--- src/rtl/operand_sequencer_pkg.sv ---
// opseq_pkg: shared definitions for operand_sequencer.
//   opseq_state_t : sequencer FSM states (IDLE, LOAD, WAIT, RESP)
//   OP_A..OP_D    : datapath operand-select codes driven on dp_op
//   DW, RW        : default operand and result widths
package opseq_pkg;

  localparam int unsigned DW = 4;
  localparam int unsigned RW = 5;

  typedef enum logic [1:0] {
    IDLE,
    LOAD,
    WAIT,
    RESP
  } opseq_state_t;

  localparam logic [1:0] OP_A = 2'd0;
  localparam logic [1:0] OP_B = 2'd1;
  localparam logic [1:0] OP_C = 2'd2;
  localparam logic [1:0] OP_D = 2'd3;

endpackage

--- src/rtl/operand_sequencer_rr_arb2.sv ---
// rr_arb2: combinational two-input round-robin arbiter.
//   valid0, valid1 : request present from requester 0 / 1
//   last_id        : requester granted at the previous handshake (registered by parent)
//   grant          : one-hot grant, bit N = requester N; zero when nobody is valid
//   grant_id       : index of the granted requester
module rr_arb2 (
  input  logic       valid0,
  input  logic       valid1,
  input  logic       last_id,
  output logic [1:0] grant,
  output logic       grant_id
);

  always_comb begin
    grant_id = 1'b0;
    if (valid0 && valid1) begin
      grant_id = ~last_id;
    end else if (valid1) begin
      grant_id = 1'b1;
    end

    grant = '0;
    if (valid0 || valid1) begin
      grant = grant_id ? 2'b10 : 2'b01;
    end
  end

endmodule

--- src/rtl/operand_sequencer.sv ---
// operand_sequencer: two-requester front end for the four-operand
// capture/compute datapath. Accepts a packed {A,B,C,D} word over valid/ready,
// arbitrates round-robin, serialises the operands into four capture cycles,
// waits for the datapath valid pulse and returns the result with the
// requester ID over a valid/ready response channel.
//
// Optional feature macro: OPSEQ_TIMEOUT_EN
//   defined   : WAIT aborts after WAIT_MAX cycles, pulsing dp_rst_n low for one
//               cycle and responding with rsp_err=1, rsp_result=0.
//   undefined : WAIT holds indefinitely, rsp_err=0, dp_rst_n=rst_n.
//
// Ports:
//   clock, rst_n              : clock, synchronous active-low reset
//   req0_*/req1_*             : request channels (valid, 4*DW data, ready)
//   dp_d_in, dp_op, dp_capture: operand, operand select and capture strobe
//   dp_rst_n                  : datapath reset (rst_n, optionally gated by abort)
//   dp_result, dp_valid       : datapath result and all-captured pulse
//   rsp_valid, rsp_ready      : response handshake
//   rsp_result, rsp_id, rsp_err: latched result, requester ID, timeout flag
module operand_sequencer #(
  parameter int unsigned DW       = opseq_pkg::DW,
  parameter int unsigned RW       = opseq_pkg::RW,
  parameter int unsigned WAIT_MAX = 15
) (
  input  logic          clock,
  input  logic          rst_n,
  input  logic          req0_valid,
  input  logic [4*DW-1:0] req0_data,
  output logic          req0_ready,
  input  logic          req1_valid,
  input  logic [4*DW-1:0] req1_data,
  output logic          req1_ready,
  output logic [DW-1:0] dp_d_in,
  output logic [1:0]    dp_op,
  output logic          dp_capture,
  output logic          dp_rst_n,
  input  logic [RW-1:0] dp_result,
  input  logic          dp_valid,
  output logic          rsp_valid,
  input  logic          rsp_ready,
  output logic [RW-1:0] rsp_result,
  output logic          rsp_id,
  output logic          rsp_err
);

  import opseq_pkg::*;

  opseq_state_t    state;
  logic [4*DW-1:0] opword;
  logic            cur_id;
  logic            last_id;
  logic [1:0]      grant;
  logic            grant_id;
  logic            accept;
  logic [4*DW-1:0] req_word;

  rr_arb2 u_arb (
    .valid0   (req0_valid),
    .valid1   (req1_valid),
    .last_id  (last_id),
    .grant    (grant),
    .grant_id (grant_id)
  );

  assign req0_ready = rst_n && (state == IDLE) && grant[0];
  assign req1_ready = rst_n && (state == IDLE) && grant[1];
  assign accept     = req0_ready || req1_ready;
  assign req_word   = grant_id ? req1_data : req0_data;

`ifdef OPSEQ_TIMEOUT_EN
  localparam int unsigned CW = $clog2(WAIT_MAX + 1);
  logic [CW-1:0] wait_cnt;
  logic          abort;
  logic          err_q;

  assign dp_rst_n = rst_n & ~abort;
  assign rsp_err  = err_q;
`else
  logic unused_wait_max;
  assign unused_wait_max = (WAIT_MAX != 0);
  assign dp_rst_n = rst_n;
  assign rsp_err  = 1'b0;
`endif

  // opword is kept as a shift register: the next operand to present is
  // always in the top DW bits, so A..D leave in order without an index mux.
  always_ff @(posedge clock) begin
    if (!rst_n) begin
      state      <= IDLE;
      opword     <= '0;
      cur_id     <= 1'b0;
      last_id    <= 1'b1;
      dp_d_in    <= '0;
      dp_op      <= OP_A;
      dp_capture <= 1'b0;
      rsp_valid  <= 1'b0;
      rsp_result <= '0;
      rsp_id     <= 1'b0;
`ifdef OPSEQ_TIMEOUT_EN
      wait_cnt   <= '0;
      abort      <= 1'b0;
      err_q      <= 1'b0;
`endif
    end else begin
`ifdef OPSEQ_TIMEOUT_EN
      abort <= 1'b0;
`endif
      unique case (state)
        IDLE: begin
          if (accept) begin
            opword     <= req_word << DW;
            cur_id     <= grant_id;
            last_id    <= grant_id;
            dp_d_in    <= req_word[4*DW-1 -: DW];
            dp_op      <= OP_A;
            dp_capture <= 1'b1;
            state      <= LOAD;
          end
        end

        LOAD: begin
          dp_d_in <= opword[4*DW-1 -: DW];
          opword  <= opword << DW;
          unique case (dp_op)
            OP_A:    dp_op <= OP_B;
            OP_B:    dp_op <= OP_C;
            OP_C:    dp_op <= OP_D;
            default: begin
              dp_d_in    <= dp_d_in;
              dp_capture <= 1'b0;
              state      <= WAIT;
`ifdef OPSEQ_TIMEOUT_EN
              wait_cnt   <= '0;
`endif
            end
          endcase
        end

        WAIT: begin
          if (dp_valid) begin
            rsp_result <= dp_result;
            rsp_id     <= cur_id;
            rsp_valid  <= 1'b1;
            state      <= RESP;
`ifdef OPSEQ_TIMEOUT_EN
            err_q      <= 1'b0;
          end else if (wait_cnt == CW'(WAIT_MAX - 1)) begin
            // Last allowed WAIT cycle passed without dp_valid.
            abort      <= 1'b1;
            rsp_result <= '0;
            rsp_id     <= cur_id;
            err_q      <= 1'b1;
            rsp_valid  <= 1'b1;
            state      <= RESP;
          end else begin
            wait_cnt   <= wait_cnt + CW'(1);
`endif
          end
        end

        RESP: begin
          if (rsp_ready) begin
            rsp_valid <= 1'b0;
            state     <= IDLE;
          end
        end

        default: state <= IDLE;
      endcase
    end
  end

endmodule

--- config.mk ---
export PLATFORM = sky130hd
export DESIGN_NAME = operand_sequencer
export DESIGN_NICKNAME = d
export VERILOG_FILES = /design/src/rtl/operand_sequencer_pkg.sv /design/src/rtl/operand_sequencer_rr_arb2.sv /design/src/rtl/operand_sequencer.sv
export SDC_FILE = /design/constraint.sdc
export NUM_CORES = 1
export LEC_CHECK = 0
export BUFFER_PORTS_ARGS = -buffer_cell sky130_fd_sc_hd__buf_2
export CAP_MARGIN = 10
export CORE_UTILIZATION = 53
export CTS_BUF_LIST = sky130_fd_sc_hd__clkbuf_16
export CTS_CLUSTER_SIZE = 40
export DETAILED_ROUTE_END_ITERATION = 7
export PLACE_DENSITY = 0.84
export REMOVE_ABC_BUFFERS = 1
export SLEW_MARGIN = 10
export SYNTH_ARGS = -nofsm -noshare
export SYNTH_HDL_FRONTEND = slang
export SYNTH_HIERARCHICAL = 1
export SYNTH_SLANG_ARGS = --single-unit
--- constraint.sdc ---
create_clock -name clock -period 4 [get_ports clock]
set_input_delay 0.4 -clock clock [delete_from_list [all_inputs] [get_ports clock]]
set_output_delay 0.4 -clock clock [all_outputs]
set_load 0.01 [all_outputs]
==> run_results.csv, run 1 <==
group,metric,value,unit
outcome,status,"completed",
clock_network,cts.sink_count,30,
sta,fin_crit_sh,0.538,
layout,antenna_cells,0,
detailed_routing,routed-via-count,1558,
critical_path,cp_num_buf_inv,1,
critical_path,path_cells,"inv_1 > ha_1 > nor2_1 > a211o_1 > mux2i_1",
layout,fin_area,0.00214,sq mm
hold_path,min_path_type,"input pin to flip-flop",
synthesis,synth_compound_area_frac,0.238,
synthesis,synth_top_flop_cell,"dfxtp_1",
synthesis,synthAdderAreaFrac,0.0505,
detailed_routing,routedWlPerCell,11.9,um
critical_path,end_kind,"flip-flop",
placement,dpl_cell_area,0.00200,sq mm
synthesis,synth_cell_type_count,42,
layout,layout.cells.non_filler,292,
synthesis,synth_edf_count,0,
synthesis,synthSimpleGateAreaFrac,0.168,
placement,place_inst,285,
synthesis,synth_xor_area_frac,0,
placement,place_ws,1820,ps
synthesis,ys_seq_elements,30,
floorplan,die_area,0.00350,sq mm
sta,rsz0062_at_grt,"false",
sta,hold_violations,0,
critical_path,worstPathMaxFanout,38,
global_routing,grt_first_pass_wirelength,5.58,mm
sta,fmax,465,MHz
sta,max-slew-margin-rel,0.244,
critical_path,path_class,"flip-flop to flip-flop",
synthesis,synthCells,199,
pwr,p_leak,0.964,nW
detailed_routing,wl,3.48,mm
pwr,max-vdd-ir-drop,332,uV
sta,tns,0,ps
floorplan,fp-row-count,20,
pwr,p_total,1.37,mW
clock_network,ctsLongestPathBuffers,2,
clock_network,clkLatencyLatePin,270,ps
critical_path,crit_arrival,2300,ps
floorplan,die_h,59.2,um
synthesis,ys_seq_area_frac,0.347,
placement,gp_congestion,0.751,
synthesis,yosysWarnings,6,
clock_network,cts_buffers,5,
clock_network,ctsRootBufferMaster,"clkbuf_16",
floorplan,die_width,59.2,um
floorplan,pin_count,61,
sta,tightest_slew,1130,ps
detailed_routing,drt-initial-drc-count,45,
layout,nNetsFinal,298,
sta,period_needed,2150,ps
placement,dpl.hpwl,2.42,mm
clock_network,postCtsHoldBufs,0,
global_routing,overflow,0,
synthesis,synth_top_cell_area_share,0.347,
clock_network,cts_max_level,2,
floorplan,start_util,0.563,
floorplan,coreArea,0.00308,sq mm
sta,drv_slew,0,
detailed_routing,postRouteAntennaNets,0,
global_routing,grt_max_degree,39,
synthesis,synth_top_family_by_area,"compound AO/OA/AOI/OAI gates",
global_routing,grt_pass1_vias,1343,
critical_path,critPathMaxStageDelay,900,ps
synthesis,yosysTopAreaCell,"dfxtp_1",
global_routing,grt.total_usage,0.215,
pwr,power_density,640,mW/mm^2
layout,utilization,0.694,
critical_path,critPathTopFamily,"adder cells",
sta,skew,2.67,ps
synthesis,synth_area_leaders,"dfxtp_1 (35%), mux2i_1 (10%), nand2_1 (5.4%)",
clock_network,cts_resized,0,
synthesis,muxShareOfSynthArea,0.130,
sta,setup_violations,0,
clock_network,cts_tree,"built",
detailed_routing,drcViolationCount,0,
placement,port_buffers,59,
global_routing,antenna_found_initial,0,
sta,timing.final.ws_setup,1850,ps
critical_path,critPathRequiredTime,4150,ps
detailed_routing,routed_via_density,5.34,
synthesis,async_flop_share,0,
clock_network,clkTransAtPathRegs,50,ps
layout,drive_above_1_share,0.302,
synthesis,avgSynthCellArea,8.71,sq um
layout,areaGrowthSynthToFinish,23.2,%
critical_path,critPathSlowestCell,"ha_1",
clock_network,post_cts_buffers,0,
job,cap_violations,0,
synthesis,syn-cell-area,0.00173,sq mm
sta,timing.hold.ws,386,ps
detailed_routing,first_pass_iters,4,
critical_path,start_kind,"flip-flop",
==> cell usage after synthesis, drive strengths merged, types with 3 or more instances <==
library cell	instances
dfxtp	30
o211ai	5
mux2i	18
nand3	7
nand2b	4
nand2	25
ha	7
clkbuf	6
a21boi	16
and3	4
o21a	5
mux2	4
buf	11
o21ai	11
nor2b	3
nor2	3
a22o	8
a21oi	4
inv	7
nor3	4
==> worst paths after layout <==
| check | startpoint | to | slack (ps) | depth (start not counted) |
|---|---|---|---|---|
| max | state[1]$_SDFFE_PN0P_ | dp_d_in[3]$_SDFFE_PN0P_ | 1850 | 5 |
| min reg2reg | rsp_result[0]$_SDFFE_PN0P_ | rsp_result[0]$_SDFFE_PN0P_ | 460 | 2 |
| max reg2reg | state[1]$_SDFFE_PN0P_ | dp_d_in[3]$_SDFFE_PN0P_ | 1850 | 5 |
| min | dp_result[0] | rsp_result[0]$_SDFFE_PN0P_ | 390 | 3 |
==> layout make-up <==
cell class	count	area, sq um
clock inverter	2	10.0
inverter	7	26.3
fill	266	942
timing repair buffer	59	295
sequential	30	601
multi-input combinational	145	1020
clock buffer	5	125
tap	44	55.1
==> layer usage <==
layer  part of all wire  track usage  wire, um  up-vias
met4              0.015       0.0748        53        0
met3              0.045       0.0721       155        6
met2               0.48        0.371      1690       43
met1               0.46        0.248      1580      707
li1                   -            -         -      802
met5                  0            0         0        -
==> cells by family (layout without fill, tap and decap cells) <==
kind of cell	count (synthesis)	after routing
other cells	1	1
mux	22	22
buf+inv	24	73
simple gates	58	58
fa+ha+maj	7	7
compound gates	57	57
flops	30	30
==> where the power goes <==
part	internal, mW	switching, mW	leakage (nW)
Combinational	0.250	0.315	0.649
Clock	0.224	0.126	0.0694
Sequential	0.397	0.0550	0.246
==> worst min-delay path: stages <==
cell and delay, ps:
buf_2 90, nand3_1 50, a21boi_0 60
==> placed cells by master (no fill, tap or decap), drive strengths merged, types with 2 or more instances in the layout <==
| cell | count |
|---|---|
| a22o | 8 |
| a21boi | 16 |
| or2 | 2 |
| nand3 | 7 |
| nor2b | 3 |
| nand2 | 25 |
| mux2 | 4 |
| clkinv | 2 |
| o211ai | 5 |
| a2111oi | 2 |
| nor3 | 4 |
| nor2 | 3 |
| o21a | 5 |
| nand2b | 4 |
| ha | 7 |
| dfxtp | 30 |
| and3 | 4 |
| a21oi | 4 |
| nor3b | 2 |
| mux2i | 18 |
| inv | 7 |
| o21ai | 11 |
| clkbuf | 5 |
| buf | 59 |
==> registers in the layout (all words and copies together) (netlist names) <==
name	flops
last_id	1
dp_op	2
state	2
rsp_valid	1
cur_id	1
opword	12
dp_capture	1
dp_d_in	4
rsp_result	5
rsp_id	1
Note: power is estimated with default switching activity, not from simulation.
==> inputs of run 2 (changes only) <==
--- a/config.mk
+++ b/config.mk
@@ -5,13 +5,14 @@
 export SDC_FILE = /design/constraint.sdc
 export NUM_CORES = 1
 export LEC_CHECK = 0
+export ABC_AREA = 1
 export BUFFER_PORTS_ARGS = -buffer_cell sky130_fd_sc_hd__buf_2
 export CAP_MARGIN = 10
-export CORE_UTILIZATION = 53
+export CORE_UTILIZATION = 45
 export CTS_BUF_LIST = sky130_fd_sc_hd__clkbuf_16
 export CTS_CLUSTER_SIZE = 40
 export DETAILED_ROUTE_END_ITERATION = 7
-export PLACE_DENSITY = 0.84
+export PLACE_DENSITY = 0.76
 export REMOVE_ABC_BUFFERS = 1
 export SLEW_MARGIN = 10
 export SYNTH_ARGS = -nofsm -noshare
==> constraint.sdc (replaced) <==
create_clock -name clock -period 1.95 [get_ports clock]
set_input_delay 0.195 -clock clock [delete_from_list [all_inputs] [get_ports clock]]
set_output_delay 0.195 -clock clock [all_outputs]
set_load 0.01 [all_outputs]
==> run 2 against run 1 <==
Clock power increased by 97%. Core utilization decreased by 10 points. Non-clock buffer count rose by 4. Highest routed layer unchanged. Final cell count is 29% higher. Sequential share of layout area shrank 0.61 points. Flip-flop and latch count did not move.
==> run_results.csv, run 2 <==
group,metric,value,unit
global_routing,grt_first_pass_wirelength,6.18,mm
synthesis,async_flop_share,0,
pwr,clkPwrFrac,0.241,
synthesis,synth_compound_area_frac,0.166,
critical_path,start_kind,"flip-flop",
pwr,p_leak,1.15,nW
sta,rsz0062_at_grt,"false",
floorplan,start_util,0.471,
synthesis,yosysTopAreaCell,"dfxtp_1",
synthesis,ys_seq_elements,30,
layout,largest_reg_flops,12,
hold_path,min_path_type,"input pin to flip-flop",
detailed_routing,routed_via_density,4.56,
critical_path,critPathSlowestCell,"dfxtp_1",
global_routing,overflow,0,
critical_path,path_class,"flip-flop to output pin",
sta,period_needed,1620,ps
floorplan,die_area,0.00411,sq mm
detailed_routing,wl_met3,178,um
placement,dpl.hpwl,2.57,mm
critical_path,critPathMaxStageDelay,330,ps
floorplan,die_h,64.1,um
pwr,max-vdd-ir-drop,596,uV
floorplan,fp-row-count,22,
floorplan,die_width,64.1,um
detailed_routing,first_pass_iters,4,
critical_path,crit_arrival,1420,ps
critical_path,crit_top_cell,"inv_1",
critical_path,path_cells,"inv_1 > ha_1 > nand3_1 > inv_1 > buf_2",
job,cap_violations,0,
global_routing,grt_pass1_vias,1492,
placement,gp_congestion,0.818,
clock_network,postCtsHoldBufs,0,
placement,port_buffers,59,
sta,skew,4.74,ps
sta,setup_violations,0,
synthesis,synth_top_flop_cell,"dfxtp_1",
detailed_routing,postRouteAntennaNets,0,
clock_network,cts_tree,"built",
clock_network,clkLatencyLatePin,270,ps
synthesis,synthSimpleGateAreaFrac,0.300,
critical_path,critPathRequiredTime,1750,ps
detailed_routing,drt-initial-drc-count,158,
synthesis,yosysWarnings,6,
layout,drive_above_1_share,0.246,
clock_network,cts_buffers,5,
synthesis,synth_area_leaders,"dfxtp_1 (35%), nand2_1 (14%), o21ai_0 (12%)",
clock_network,cts_resized,0,
sta,drv_slew,0,
synthesis,synth_cell_type_count,24,
clock_network,clkTransAtPathRegs,50,ps
critical_path,cp_num_buf_inv,3,
detailed_routing,routedWlPerCell,9.49,um
clock_network,cts.sink_count,30,
pwr,seq_power_share,0.311,
clock_network,ctsLongestPathBuffers,2,
detailed_routing,drcViolationCount,0,
clock_network,ctsRootBufferMaster,"clkbuf_16",
sta,hold_violations,0,
detailed_routing,highest_layer,"met4",
synthesis,synthAdderAreaFrac,0.0504,
pwr,p_int,1.72,mW
floorplan,coreArea,0.00369,sq mm
synthesis,ys_seq_area_frac,0.346,
critical_path,worstPathMaxFanout,7,
layout,top_regs,"opword x12, rsp_result x5, dp_d_in x4",
layout,utilization,0.592,
layout,nNetsFinal,380,
layout,layout_common_cells,"nand2_1 (64), buf_2 (59), o21ai_0 (42)",
layout,antenna_cells,0,
layout,layout_commonest_cell,"nand2_1",
critical_path,end_kind,"output pin",
synthesis,muxShareOfSynthArea,0,
outcome,status,"completed",
synthesis,synth_top_family_by_area,"simple AND/OR/NAND/NOR gates",
critical_path,critPathTopFamily,"flip-flops",
clock_network,cts_max_level,2,
synthesis,synth_xor_area_frac,0,
synthesis,synthCells,272,
sta,fmax,619,MHz
sta,fin_crit_sh,0.829,
synthesis,synthTopCellsByCount,"nand2_1 (64), o21ai_0 (42), inv_1 (41), nor2_1 (41), dfxtp_1 (30)",
detailed_routing,drt-met1-wl,1.70,mm
global_routing,grt_max_degree,34,
synthesis,avgSynthCellArea,6.38,sq um
global_routing,grt.total_usage,0.192,
floorplan,pin_count,61,
pwr,power_frac_comb,0.448,
layout,fillers,365,
synthesis,synth_top_cell_area_share,0.346,
layout,regMostFlops,"opword",
sta,tns,0,ps
synthesis,synth.most_common_cell,"nand2_1",
pwr,power.share.switching,0.398,
global_routing,antenna_found_initial,0,
synthesis,syn-cell-area,0.00174,sq mm
detailed_routing,wl_met2,1.66,mm
layout,areaGrowthSynthToFinish,25.7,%
pwr,power_density,1310,mW/mm^2
detailed_routing,routed-via-count,1721,
synthesis,synth_edf_count,0,
clock_network,post_cts_buffers,0,
detailed_routing,wl,3.58,mm
pwr,power.net_switching,1.14,mW
==> run 2: changes by cell type in the layout (fill, tap and decap cells not counted), moves of 5 or more <==
cell | previous run | this run
o21ai_0 | 10 | 42
nor2_1 | 3 | 41
inv_1 | 7 | 41
a21oi_1 | 4 | 10
a22o_1 | 8 | 0
nand2_1 | 25 | 64
mux2i_1 | 18 | 0
o21a_1 | 5 | 0
a21boi_0 | 12 | 0
o211ai_1 | 5 | 0
==> run 2: per-stage QoR <==
step	instances	worst slack, ps	total power [mW]	hold slack [ps]	area, sq um
final	377	334	2.86	174	2180
after global placement	371	426	2.15	428	2050
after floorplan	260	7.82	1.83	280	1670
after global routing	377	223	3.12	207	2180
after CTS	377	339	2.87	177	2180
after detailed placement	371	455	2.17	439	2050
==> run 2: cells by family after synthesis <==
kind of cell,count (synthesis)
buf+inv,55
flops,30
fa+ha+maj,7
other cells,1
compound gates,55
simple gates,124
==> run 2: worst paths after layout <==
| path | startpoint | to | slack, ps | depth (start not counted) |
|---|---|---|---|---|
| worst max-delay path | state[0]$_SDFFE_PN0P_ | req0_ready | 330 | 5 |
| worst min-delay path | dp_result[2] | rsp_result[2]$_SDFFE_PN0P_ | 170 | 3 |
| worst max register to register | state[0]$_SDFFE_PN0P_ | opword[13]$_SDFFE_PN0P_ | 400 | 9 |
| worst min register to register | dp_capture$_SDFFE_PN0P_ | dp_capture$_SDFFE_PN0P_ | 440 | 2 |
==> run 2: worst register-to-register path, stage by stage, from the launching register on <==
cell	delay, ps
dfxtp_1	330
inv_1	120
ha_1	320
nand2_2	80
inv_2	70
o21ai_4	70
nand2_4	140
inv_4	90
nor2_1	150
nor2_1	60
==> run 2: routing by layer <==
metal  vias up  global-route usage
met1       715               0.230
met3         4              0.0464
li1        951                   -
met2        51               0.326
met4         0              0.0833
met5         -                   0
==> run 2: power groups by stage <==
stage	clock network [mW]	logic [mW]	registers, mW
floorplan	0	0.910	0.920
global placement	0	1.25	0.891
detailed placement	0	1.27	0.897
CTS	0.698	1.28	0.889
global route	0.728	1.48	0.909
finish	0.688	1.28	0.889
==> run 2: final cells by class <==
cell class | count | area, sq um | area share
Multi-Input combinational cell | 187 | 905 | 0.414
Clock buffer | 5 | 125 | 0.0573
Tap cell | 48 | 60.1 | 0.0275
Inverter | 43 | 164 | 0.0751
Sequential cell | 30 | 601 | 0.275
Clock inverter | 1 | 3.75 | 0.00172
Timing Repair Buffer | 63 | 325 | 0.149
==> inputs of run 3 (changes only) <==
--- a/config.mk
+++ b/config.mk
@@ -5,14 +5,14 @@
 export SDC_FILE = /design/constraint.sdc
 export NUM_CORES = 1
 export LEC_CHECK = 0
-export ABC_AREA = 1
+export ABC_AREA = 0
 export BUFFER_PORTS_ARGS = -buffer_cell sky130_fd_sc_hd__buf_2
 export CAP_MARGIN = 10
-export CORE_UTILIZATION = 45
+export CORE_UTILIZATION = 49
 export CTS_BUF_LIST = sky130_fd_sc_hd__clkbuf_16
 export CTS_CLUSTER_SIZE = 40
 export DETAILED_ROUTE_END_ITERATION = 7
-export PLACE_DENSITY = 0.76
+export PLACE_DENSITY = 0.79
 export REMOVE_ABC_BUFFERS = 1
 export SLEW_MARGIN = 10
 export SYNTH_ARGS = -nofsm -noshare
==> constraint.sdc (replaced) <==
create_clock -name clock -period 1.5 [get_ports clock]
set_input_delay 0.15 -clock clock [delete_from_list [all_inputs] [get_ports clock]]
set_output_delay 0.15 -clock clock [all_outputs]
set_load 0.01 [all_outputs]
==> run 3 against run 2 <==
The flow now finishes with violations (negative setup slack). Setup slack worse by 380 ps. Sequential share of layout area is 3.7 points lower. Largest power group unchanged. Final cell count is 14% lower. Core utilization is 17 points higher. Non-clock buffer count is 24 higher. Flip-flop and latch count stayed put. Routed wire length is 31% higher. Global-route usage is 6.6 points higher.
==> run_results.csv, run 3 (synthesis results as in run 1) <==
group,metric,value,unit
outcome,status,"finished with violations",
outcome,violations,"negative setup slack",
clock_network,postCtsHoldBufs,0,
floorplan,fp-row-count,21,
global_routing,overflow,0,
layout,layout_commonest_cell,"buf_2",
sta,hold_violations,0,
clock_network,cts_max_level,2,
floorplan,die_area,0.00378,sq mm
layout,top_regs,"opword x12, rsp_result x5, dp_d_in x4",
sta,drv_slew,0,
global_routing,antenna_found_initial,0,
layout,regMostFlops,"opword",
hold_path,min_path_type,"input pin to flip-flop",
layout,layout.cells.non_filler,323,
detailed_routing,postRouteAntennaNets,0,
floorplan,die_h,61.5,um
global_routing,grt_pass1_vias,1520,
detailed_routing,wl,4.67,mm
placement,place_inst,311,
detailed_routing,routed-via-count,1734,
sta,timing.final.ws_setup,-46.8,ps
clock_network,clkLatencyLatePin,280,ps
layout,areaGrowthSynthToFinish,47.5,%
layout,antenna_cells,0,
placement,port_buffers,59,
detailed_routing,first_pass_iters,4,
placement,dpl.hpwl,2.82,mm
detailed_routing,drcViolationCount,0,
global_routing,grt.total_usage,0.258,
critical_path,crit_arrival,1720,ps
layout,nNetsFinal,326,
critical_path,r2r-end,"opword[10]$_SDFFE_PN0P_",
clock_network,ctsLongestPathBuffers,2,
clock_network,cts_tree,"built",
hold_path,whs_path_depth,3,
detailed_routing,drt-initial-drc-count,83,
job,cap_violations,0,
floorplan,pin_count,61,
critical_path,path_class,"flip-flop to flip-flop",
sta,fin_crit_sh,1.03,
critical_path,end_kind,"flip-flop",
pwr,p_leak,1.16,nW
critical_path,critPathRequiredTime,1670,ps
sta,rsz0062_at_grt,"true",
layout,drive_above_1_share,0.448,
clock_network,cts.sink_count,30,
layout,layout_common_cells,"buf_2 (59), dfxtp_1 (27), nand2_1 (24), buf_4 (24), mux2i_1 (17)",
pwr,power_density,1850,mW/mm^2
critical_path,r2r-start,"last_id$_SDFFE_PN1P_",
global_routing,grt_first_pass_wirelength,6.92,mm
layout,largest_reg_flops,12,
pwr,p_total,4.73,mW
clock_network,cts_buffers,5,
sta,setup_violations,14,
placement,place_ws,-67.4,ps
floorplan,die_width,61.5,um
clock_network,clkTransAtPathRegs,50,ps
sta,fmax,646,MHz
detailed_routing,routedWlPerCell,14.5,um
pwr,max-vdd-ir-drop,1280,uV
layout,utilization,0.760,
sta,tns,-383,ps
global_routing,grt_max_degree,35,
critical_path,worstPathMaxFanout,8,
floorplan,start_util,0.515,
clock_network,ctsRootBufferMaster,"clkbuf_16",
critical_path,ff2ff_path_depth,6,
sta,period_needed,1550,ps
hold_path,min_to,"rsp_result[1]$_SDFFE_PN0P_",
critical_path,reg2reg_setup_slack,-50,ps
sta,skew,4.51,ps
placement,gp_congestion,0.775,
floorplan,coreArea,0.00336,sq mm
detailed_routing,routed_via_density,5.37,
critical_path,start_kind,"flip-flop",
hold_path,worstHoldStart,"dp_result[1]",
[run 3: changes by cell type in the layout (fill, tap and decap cells not counted), moves of 17 or more]
cell,previous run,this run
mux2i_1,0,17
o21ai_0,42,8
buf_4,4,24
nand2_1,64,24
inv_1,41,5
nor2_1,41,2
[run 3: metal layers]
| metal | vias to the layer above | global-route usage | part of all wire |
|---|---|---|---|
| li1 | 860 | - | - |
| met1 | 799 | 0.302 | 0.40 |
| met2 | 62 | 0.439 | 0.51 |
| met3 | 13 | 0.0546 | 0.060 |
| met4 | 0 | 0.143 | 0.026 |
| met5 | - | 0 | 0 |
[run 3: worst max-delay path, stage by stage (launching register included)]
cell and delay [ps]:
dfxtp_2 330, inv_1 60, a21boi_2 60, buf_4 140, or3b_4 400, and3_4 230
a22o_1 210
[run 3: cell type report]
type / instances / area, sq um
Multi-Input combinational cell: 145 / 1130
Sequential cell: 30 / 609
Clock buffer: 5 / 125
Inverter: 7 / 31.3
Clock inverter: 3 / 63.8
Tap cell: 46 / 57.6
Timing Repair Buffer: 87 / 538
Fill cell: 237 / 807
[run 3: timing repair]
item | 4_1_cts | 5_1_grt
setup endpoints to repair | 23 | 25
setup buffers | 2 | 2
gates resized for setup | 17 | 24
cloned | 0 | 0
pin swaps | 2 | 2
[run 3: worst max-delay path by stage]
stage                          start                 endpoint  slack (ps)  depth (start not counted)
4_1_cts         last_id$_SDFFE_PN1P_  opword[10]$_SDFFE_PN0P_          -9                          6
3_5_place_dp   state[0]$_SDFFE_PN0P_    state[0]$_SDFFE_PN0P_         -70                          5
5_1_grt         last_id$_SDFFE_PN1P_   opword[8]$_SDFFE_PN0P_        -130                          7
3_3_place_gp    last_id$_SDFFE_PN1P_    state[1]$_SDFFE_PN0P_         -60                          5
2_1_floorplan   last_id$_SDFFE_PN1P_  dp_d_in[0]$_SDFFE_PN0P_        -630                          4
6_report        last_id$_SDFFE_PN1P_  opword[10]$_SDFFE_PN0P_         -50                          6
[run 3: through the flow]
| stage | hold slack, ps | area, sq um |
|---|---|---|
| finish | 126 | 2560 |
| global route | 125 | 2560 |
| CTS | 126 | 2460 |
| detailed placement | 421 | 2210 |
| global placement | 414 | 2210 |
| floorplan | 222 | 1650 |
[run 3: report_power, final]
part / internal (mW) / total [mW] / switching, mW
clock network: 0.945 / 1.31 / 0.368
registers: 1.08 / 1.24 / 0.168
logic: 1.10 / 2.18 / 1.07
